## src/rtl/ddr_app_sequencer.sv

```systemverilog
// Bridges one arbitrated 128-bit request onto the MIG 7-series user interface and
// returns a tagged response; single outstanding transaction in the ui_clk domain.
module ddr_app_sequencer #(
  parameter int unsigned ADDR_WIDTH = 28,
  parameter int unsigned DATA_WIDTH = 128,
  parameter int unsigned RD_TIMEOUT = 255
) (
  input  logic                    clk_166M66,
  input  logic                    mcu_sys_rst,
  input  logic                    i_init_calib_complete,
  input  logic                    i_req_valid,
  output logic                    o_req_ready,
  input  logic                    i_req_rw,
  input  logic [ADDR_WIDTH-1:0]   i_req_addr,
  input  logic [DATA_WIDTH-1:0]   i_req_wdata,
  input  logic [DATA_WIDTH/8-1:0] i_req_wmask,
  input  logic [1:0]              i_req_tag,
  output logic                    o_rsp_valid,
  input  logic                    i_rsp_ready,
  output logic                    o_rsp_write,
  output logic                    o_rsp_err,
  output logic [1:0]              o_rsp_tag,
  output logic [DATA_WIDTH-1:0]   o_rsp_rdata,
  output logic [ADDR_WIDTH-1:0]   o_app_addr,
  output logic [2:0]              o_app_cmd,
  output logic                    o_app_en,
  input  logic                    i_app_rdy,
  output logic [DATA_WIDTH-1:0]   o_app_wdf_data,
  output logic [DATA_WIDTH/8-1:0] o_app_wdf_mask,
  output logic                    o_app_wdf_wren,
  output logic                    o_app_wdf_end,
  input  logic                    i_app_wdf_rdy,
  input  logic [DATA_WIDTH-1:0]   i_app_rd_data,
  input  logic                    i_app_rd_data_valid,
  input  logic                    i_app_rd_data_end,
  output logic                    o_err_timeout,
  output logic                    o_err_stray
);

  localparam int unsigned MASK_W = DATA_WIDTH / 8;
  localparam int unsigned CNT_W  = 10;
  localparam logic [CNT_W-1:0] CNT_LAST = CNT_W'(RD_TIMEOUT - 1);
  localparam logic [2:0] CMD_WR = 3'b000;
  localparam logic [2:0] CMD_RD = 3'b001;

  typedef enum logic [2:0] {
    WAIT_CALIB,
    IDLE,
    WRITE,
    RD_CMD,
    RD_WAIT,
    RESP
  } state_t;

  state_t              state_q, state_d;
  logic                cmd_done_q, cmd_done_d;
  logic                data_done_q, data_done_d;
  logic [CNT_W-1:0]    cnt_q, cnt_d;
  logic [1:0]          tag_q, tag_d;

  logic                req_ready_d;
  logic                rsp_valid_d;
  logic                rsp_write_d;
  logic                rsp_err_d;
  logic [1:0]          rsp_tag_d;
  logic [DATA_WIDTH-1:0] rsp_rdata_d;
  logic [ADDR_WIDTH-1:0] app_addr_d;
  logic [2:0]          app_cmd_d;
  logic                app_en_d;
  logic [DATA_WIDTH-1:0] wdf_data_d;
  logic [MASK_W-1:0]   wdf_mask_d;
  logic                wdf_wren_d;
  logic                err_timeout_d;
  logic                err_stray_d;

  logic                cmd_hs;
  logic                data_hs;

  // Single-beat bursts: every valid beat is also the last one.
  logic unused_rd_end;
  assign unused_rd_end = i_app_rd_data_end;

  assign o_app_wdf_end = o_app_wdf_wren;
  assign cmd_hs        = o_app_en & i_app_rdy;
  assign data_hs       = o_app_wdf_wren & i_app_wdf_rdy;

  // Next-state and next-output logic; every register holds unless a state moves it.
  always_comb begin
    state_d       = state_q;
    cmd_done_d    = cmd_done_q;
    data_done_d   = data_done_q;
    cnt_d         = cnt_q;
    tag_d         = tag_q;
    req_ready_d   = 1'b0;
    rsp_valid_d   = o_rsp_valid;
    rsp_write_d   = o_rsp_write;
    rsp_err_d     = o_rsp_err;
    rsp_tag_d     = o_rsp_tag;
    rsp_rdata_d   = o_rsp_rdata;
    app_addr_d    = o_app_addr;
    app_cmd_d     = o_app_cmd;
    app_en_d      = o_app_en;
    wdf_data_d    = o_app_wdf_data;
    wdf_mask_d    = o_app_wdf_mask;
    wdf_wren_d    = o_app_wdf_wren;
    err_timeout_d = o_err_timeout;
    err_stray_d   = o_err_stray;

    if (i_app_rd_data_valid && (state_q != WAIT_CALIB) && (state_q != RD_WAIT)) begin
      err_stray_d = 1'b1;
    end

    case (state_q)
      WAIT_CALIB: begin
        if (i_init_calib_complete) begin
          state_d     = IDLE;
          req_ready_d = 1'b1;
        end
      end

      IDLE: begin
        if (i_req_valid && o_req_ready) begin
          app_addr_d  = i_req_addr;
          wdf_data_d  = i_req_wdata;
          wdf_mask_d  = i_req_wmask;
          tag_d       = i_req_tag;
          app_en_d    = 1'b1;
          cmd_done_d  = 1'b0;
          data_done_d = 1'b0;
          if (i_req_rw) begin
            state_d    = WRITE;
            app_cmd_d  = CMD_WR;
            wdf_wren_d = 1'b1;
          end else begin
            state_d    = RD_CMD;
            app_cmd_d  = CMD_RD;
          end
        end else if (!i_init_calib_complete) begin
          state_d = WAIT_CALIB;
        end else begin
          req_ready_d = ~o_rsp_valid;
        end
      end

      // Command and data channels complete independently, in any order.
      WRITE: begin
        if (cmd_hs) begin
          app_en_d   = 1'b0;
          cmd_done_d = 1'b1;
        end
        if (data_hs) begin
          wdf_wren_d  = 1'b0;
          data_done_d = 1'b1;
        end
        if ((cmd_done_q || cmd_hs) && (data_done_q || data_hs)) begin
          state_d     = RESP;
          rsp_valid_d = 1'b1;
          rsp_write_d = 1'b1;
          rsp_err_d   = 1'b0;
          rsp_tag_d   = tag_q;
          rsp_rdata_d = '0;
        end
      end

      RD_CMD: begin
        if (cmd_hs) begin
          app_en_d = 1'b0;
          cnt_d    = '0;
          state_d  = RD_WAIT;
        end
      end

      // A beat arriving on the last counted cycle still wins over the timeout.
      RD_WAIT: begin
        cnt_d = cnt_q + CNT_W'(1);
        if (i_app_rd_data_valid) begin
          state_d     = RESP;
          rsp_valid_d = 1'b1;
          rsp_write_d = 1'b0;
          rsp_err_d   = 1'b0;
          rsp_tag_d   = tag_q;
          rsp_rdata_d = i_app_rd_data;
        end else if (cnt_q == CNT_LAST) begin
          state_d       = RESP;
          rsp_valid_d   = 1'b1;
          rsp_write_d   = 1'b0;
          rsp_err_d     = 1'b1;
          rsp_tag_d     = tag_q;
          rsp_rdata_d   = '0;
          err_timeout_d = 1'b1;
        end
      end

      RESP: begin
        if (i_rsp_ready) begin
          rsp_valid_d = 1'b0;
          req_ready_d = 1'b1;
          state_d     = IDLE;
        end
      end

      default: begin
        state_d = WAIT_CALIB;
      end
    endcase
  end

  // State and output registers.
  always_ff @(posedge clk_166M66) begin
    if (mcu_sys_rst) begin
      state_q        <= WAIT_CALIB;
      cmd_done_q     <= 1'b0;
      data_done_q    <= 1'b0;
      cnt_q          <= '0;
      tag_q          <= '0;
      o_req_ready    <= 1'b0;
      o_rsp_valid    <= 1'b0;
      o_rsp_write    <= 1'b0;
      o_rsp_err      <= 1'b0;
      o_rsp_tag      <= '0;
      o_rsp_rdata    <= '0;
      o_app_addr     <= '0;
      o_app_cmd      <= '0;
      o_app_en       <= 1'b0;
      o_app_wdf_data <= '0;
      o_app_wdf_mask <= '0;
      o_app_wdf_wren <= 1'b0;
      o_err_timeout  <= 1'b0;
      o_err_stray    <= 1'b0;
    end else begin
      state_q        <= state_d;
      cmd_done_q     <= cmd_done_d;
      data_done_q    <= data_done_d;
      cnt_q          <= cnt_d;
      tag_q          <= tag_d;
      o_req_ready    <= req_ready_d;
      o_rsp_valid    <= rsp_valid_d;
      o_rsp_write    <= rsp_write_d;
      o_rsp_err      <= rsp_err_d;
      o_rsp_tag      <= rsp_tag_d;
      o_rsp_rdata    <= rsp_rdata_d;
      o_app_addr     <= app_addr_d;
      o_app_cmd      <= app_cmd_d;
      o_app_en       <= app_en_d;
      o_app_wdf_data <= wdf_data_d;
      o_app_wdf_mask <= wdf_mask_d;
      o_app_wdf_wren <= wdf_wren_d;
      o_err_timeout  <= err_timeout_d;
      o_err_stray    <= err_stray_d;
    end
  end

endmodule

```

## config.mk

```make
export PLATFORM = sky130hd
export DESIGN_NAME = ddr_app_sequencer
export DESIGN_NICKNAME = d
export VERILOG_FILES = /design/src/rtl/ddr_app_sequencer.sv
export SDC_FILE = /design/constraint.sdc
export NUM_CORES = 1
export LEC_CHECK = 0
export CAP_MARGIN = 40
export CELL_PAD_IN_SITES_DETAIL_PLACEMENT = 2
export CELL_PAD_IN_SITES_GLOBAL_PLACEMENT = 2
export CORE_ASPECT_RATIO = 1.2
export CORE_MARGIN = 2
export CORE_UTILIZATION = 19
export DETAILED_ROUTE_END_ITERATION = 6
export GPL_ROUTABILITY_DRIVEN = 0
export PLACE_DENSITY = 0.81
export SYNTH_ARGS = -nofsm -noshare
export SYNTH_HDL_FRONTEND = slang
export SYNTH_SLANG_ARGS = --single-unit
```

## constraint.sdc

```tcl
create_clock -name clk_166M66 -period 1.9 [get_ports clk_166M66]
set_input_delay 0.38 -clock clk_166M66 [delete_from_list [all_inputs] [get_ports clk_166M66]]
set_output_delay 0.38 -clock clk_166M66 [all_outputs]
set_load 0.005 [all_outputs]
```

* Word-level counts from Yosys, hierarchy flattened
Index checks and enable logic that the tools add are counted.
Storage, ports and cells: bits in registers 330, bits in latches 0, memory bits (writable) 0, ROM bits 0, output and inout bits 314, memories kept 0
Operators by class: $add $sub $neg 1, $mul 0, divide/modulo/power cells 0, order comparisons 0, eq/ne operators 18, shift operators 0, multiplexer cells 49, bitwise logic cells 4, reduce and logical (&&, ||, !) cells 24
Operators by type and width (number):
- $mux W128 | 3
- $pmux W128 S2 | 1
- $mux W3 | 8
- $mux W1 | 22
- $pmux W10 S2 | 1
- $pmux W3 S6 | 1
- $ne A2 B2 Y1 const B | 8
- $reduce_and A3 Y1 | 5
- $pmux W1 S2 | 6
- $add A10 B1 Y10 const B | 1
- $eq A10 B8 Y1 const B | 1
- $mux W10 | 1
- $ne A3 B3 Y1 const B | 3
- $reduce_and A4 Y1 | 2
- $reduce_bool A2 Y1 | 4
- $eq A3 B2 Y1 const B | 2
- $eq A3 B3 Y1 const B | 2
- $mux W2 | 3
- $pmux W1 S3 | 2
- $reduce_and A6 Y1 | 1
- $reduce_bool A3 Y1 | 2
- $logic_and A1 B1 Y1 | 4
- $pmux W2 S2 | 1
- $reduce_and A2 Y1 | 2
- 7 further kinds | 10

* Depth between registers and ports, before layout
depth after elaboration 5, gate-level depth with buffers 8, mapped depth without buffers 5

* Least setup slack after synthesis
OpenSTA, ideal clock, no wires.
kind reg-to-reg, start reg state_q[2], end reg o_rsp_rdata[0], library setup time 117 ps, arrival time 1748 ps, data required time 1783 ps, setup slack 35 ps, stages on the path, launching flop included 7, buffers on the path 3, cell sequence dfxtp_1 buf_4 or3b_1 a221o_1 buf_4 buf_6 a32o_1
On the way: cells in the longest elaborated chain, start to end 3
Ends and longest elaborated chain:
- start: declaration | line 55 | state_t state_q, state_d;
- start signal: assignment | line 231 | state_q <= state_d;
- $eq A3 B3 Y1 / $eq A3 B2 Y1 (equally long branches) | line 113 | case (state_q)
- $ne A3 B3 Y1 (no line), or another cell as far along
- $reduce_and A3 Y1 (no line)
- end signal: assignment | line 241 | o_rsp_rdata <= rsp_rdata_d;
- end: declaration | line 23 | output logic [DATA_WIDTH-1:0] o_rsp_rdata,
Several ways; a longest one is shown, not always the timed one. A chain may end at the register's enable or synchronous reset.

* Worst setup path after layout
start reg state_q[1], end reg o_rsp_rdata[118]
The elaborated chain is that of the path after synthesis.

==> impl.org <==
** Worst setup path
- Startpoint class of the critical path :: flop
- For the worst setup path, the data required time is 2.32 ns.
- The setup check on the worst reg-to-reg path leaves a slack of -0.13 ns.
- Along the worst path, the maximum fanout reaches 6.
- Reg-to-Reg Start :: state_q[1]
- Data arrival at the endpoint of the critical path :: 2.45 ns
- The worst setup path is captured at a flop.
- Start point of the critical path :: state_q[1]
- The worst setup path is of the flop to flop kind.

** Timing
- Timing-limited maximum frequency :: between 0.4 and 0.5 GHz
- After routing, the total negative slack on setup checks comes to -8.89 ns.
- Number of failing hold endpoints at the final stage :: 0
- Slew Limit Fails :: 0
- For the final database, setup skew stands at between 0.02 and 0.025 ns.
- Share of the cycle needed by the critical path after routing :: 107%
- The worst pin sits at a relative slew slack of 61.1%.
- Setup repair after global routing could not meet its margin everywhere.
- Setup violations remaining at the end of the flow were counted as roughly 130.
- Counting I/O delays and the setup requirement, the final critical path takes between 2 and 2.5 ns.
- In the post-route analysis, the smallest setup slack over all paths is -0.130 ns.
- Worst-case hold slack :: around 0.15 ns
- At the pin with the least slew margin, the transition time is 0.584 ns.

** GRT
- Entering global routing, the biggest net connects between 100 and 150 pins.
- Global routing consumed, on the met2 layer, around 34% of the routing resources.
- Global-route usage over all layers :: 17.7%
- For this run, global-route usage on met3 was measured as under 10%.
- The first global-routing pass estimated 83,900 µm of wire.
- Number of antenna violations at the first check in global routing :: 7
- Total congestion overflow :: 0
- For this run, global-route usage on met1 was measured as between 10% and 20%.
- Number of global-route vias before repair :: between 10,000 and 15,000
- The layer flagged by global routing as most heavily used is met2.

** Placement
- Number of input and output port buffers inserted :: ~620
- Including well taps, the total number of placed cells is between 2,000 and 3,000.
- After legalization and detailed placement, the total HPWL measured approximately 42,000 µm.

** Routing
- Average routed wire per standard cell :: between 20 and 25 µm
- Drt drc :: 0
- Count of vias placed by the detailed router :: 12,344
- After detailed routing, the number of vias per cell comes to 4.54.
- The pre-antenna-repair detailed-routing pass consisted of 5 iterations.
- Number of violations reported at the end of detailed-routing iteration 0 :: approximately 460
- In this run the remaining antenna-violating nets after routing total 0.
- Final wirelength :: between 50,000 and 60,000 µm

** Floorplan
- Initial standard-cell utilization of the core :: a little under a fifth
- The initialized floorplan defines 98 standard-cell rows.
- Width of the die :: around 230 µm
- In this run the standard cell core region covers approximately 0.059 mm².
- Total Die Area :: around 0.06 mm²
- 626 I/O pins were placed.
- Y dimension of the die :: ~270 µm

** Synth
- Of the synthesized area, sequential elements account for just under 60%.
- Counting every instance in the synthesized netlist gives ~1,200.
- Number of synthesized flops with an enable pin :: 0
- The synthesized netlist occupies a cell area of ~0.011 mm².
- In the synthesized netlist the async set-or-reset flop fraction comes to 0%.
- Cell taking the most area after synthesis :: sky130_fd_sc_hd__dfxtp_1
- Synthesis Warnings :: 0
- Among all flip-flop cells after synthesis, the most frequent one is sky130_fd_sc_hd__dfxtp_1.
- Share of the synthesized area in the top cell type :: around 58%
- Counting distinct cell types in the post-synthesis netlist gives 48.
- Sorting the synthesized cells by area gives the leading types as sky130_fd_sc_hd__dfxtp_1 (58%), sky130_fd_sc_hd__nand2_1 (12%), sky130_fd_sc_hd__a32o_1 (11%).
- In this run, synthesis produced a sequential element count of approximately 330.
- Average size of a mapped cell :: a little over 9 µm²

** Flow run
- Across the run, the number of max-cap violations was 0.

** Cells and area
- Fraction of layout cells with a size suffix above 1 :: about 13%
- Leaving out fill and tap cells, the most frequent cell in the layout is sky130_fd_sc_hd__clkdlybuf4s50_1.
- Leading cell types in the layout, fill and taps excluded :: sky130_fd_sc_hd__clkdlybuf4s50_1 (609), sky130_fd_sc_hd__nand2_1 (356), sky130_fd_sc_hd__dfxtp_1 (319)
- Number of nets in the layout :: roughly 2,200
- Excluding fillers, the count of instances in the completed layout stands at 2,721.
- Filler cell count :: 6,456
- Signed area change from the synthesized netlist to the final layout :: 84.3%

** Min path
- Startpoint of the tightest hold check path :: mcu_sys_rst
- The tightest min-delay check is of the input port to flop type.

** Power
- VDD IR max :: 0.611 mV
- Power density over cell area :: about 850 mW/mm²
- Summed over all cells, the static leakage comes to 7.40 nW.

** Clock network
- Buffer levels on the longest clock path :: 3
- CTS Root Buffer Type :: sky130_fd_sc_hd__clkbuf_16
- Clock insertion delay at the later pin of the skew report :: 0.55 ns
- Clock-pin slew was measured on the worst setup and hold paths at ~0.060 ns.
- Clock tree from TritonCTS :: yes
- The number of clock buffers added by TritonCTS is 38.
- Buffers inserted to repair hold after CTS numbered 0.
- Clock H-tree levels :: 2
- CTS saw around 330 sinks.

** Outcome
- The flow ran to the end, but the final reports show violations.
- Failing checks :: setup timing
-- Yosys cell counts, drive strengths merged, types with 2 or more instances --
master,instances
nor2b,3
nand2,358
a31o,4
buf,44
inv,7
clkbuf,67
a211oi,4
a21oi,190
nor2,12
ha,2
and4,2
dfxtp,328
nand3,6
a21o,2
or3b,3
o211ai,3
nor3,4
o21ai,5
or3,4
nand4,3
nor3b,3
a31oi,3
nand3b,2
a32o,128
and3,4
a41oi,2
mux2i,2
a221oi,2
-- cell families (layout without fill, tap and decap cells) --
| group | count (synthesis) | count (layout) | share of synthesized area, % |
|---|---|---|---|
| AO/OA/AOI/OAI | 353 | 355 | 22.0 |
| adder cells (fa/ha/maj) | 2 | 2 | 0.220 |
| buffers and inverters | 118 | 816 | 5.10 |
| flip-flops | 328 | 328 | 57.8 |
| multiplexers | 2 | 2 | 0.176 |
| other | 1 | 7 | 0.0330 |
| AND/OR/NAND/NOR | 411 | 411 | 14.7 |
-- worst max-delay path: stages, from the launching register on --
cell	delay, ns
sky130_fd_sc_hd__dfxtp_2	0.35
sky130_fd_sc_hd__or3b_4	0.45
sky130_fd_sc_hd__buf_12	0.15
sky130_fd_sc_hd__a221o_2	0.49
sky130_fd_sc_hd__buf_6	0.19
sky130_fd_sc_hd__a32o_1	0.27
-- routing by layer --
layer  vias to the layer above  routed length, µm
li1                       5646                  -
met1                      6055              20600
met2                       513              32000
met3                       126               4800
met4                         4               2620
met5                         -                 22
-- where the power goes --
group | internal, mW | total, mW | leakage, nW | switching [mW]
logic | 1.60 | 2.85 | 4.13 | 1.25
registers | 7.13 | 7.28 | 2.65 | 0.156
clock network | 4.61 | 7.66 | 0.628 | 3.05
total | 13.3 | 17.8 | 7.40 | 4.45
-- final cells by class --
class,instances,area (µm²),share of cell area [%]
clock buffer,55,1120,5.33
clock inverter,11,161,0.771
inverter,7,28.8,0.137
tap,800,1000,4.78
timing repair buffer,743,7600,36.3
multi-input combinational,772,4440,21.2
sequential,328,6580,31.4
antenna,5,12.5,0.0597
-- worst paths after layout --
path,depth (start not counted),end
setup / recovery,5,o_rsp_rdata[118]
hold / removal,2,o_err_stray
setup reg to reg,5,o_rsp_rdata[118]
hold reg to reg,2,o_app_wdf_data[112]
-- flip-flops by register name, indices dropped and copies added (netlist names), 2 cells and up --
signal,count
cnt_q,10
o_app_addr,28
o_app_wdf_data,128
o_app_wdf_mask,16
o_rsp_rdata,128
o_rsp_tag,2
state_q,3
tag_q,2
-- through the flow --
| stage | setup slack [ns] | cell area [µm²] | total power [mW] | utilization, % |
|---|---|---|---|---|
| after floorplan | 0.0349 | 11400 | 8.23 | - |
| after global placement | -0.336 | 19000 | 9.88 | 32.1 |
| after detailed placement | -0.402 | 19000 | 10.0 | 32.1 |
| after CTS | -0.106 | 20500 | 17.9 | 34.5 |
| after global routing | -0.160 | 20900 | 18.5 | 35.3 |
| final | -0.130 | 20900 | 17.8 | 35.3 |
-- repair_timing --
action	4_1_cts	5_1_grt
setup buffers	2	12
setup endpoints to repair	187	137
pin swaps	29	39
cloned	4	7
gates resized for setup	45	41
Note: power is estimated with default switching activity, not from simulation.
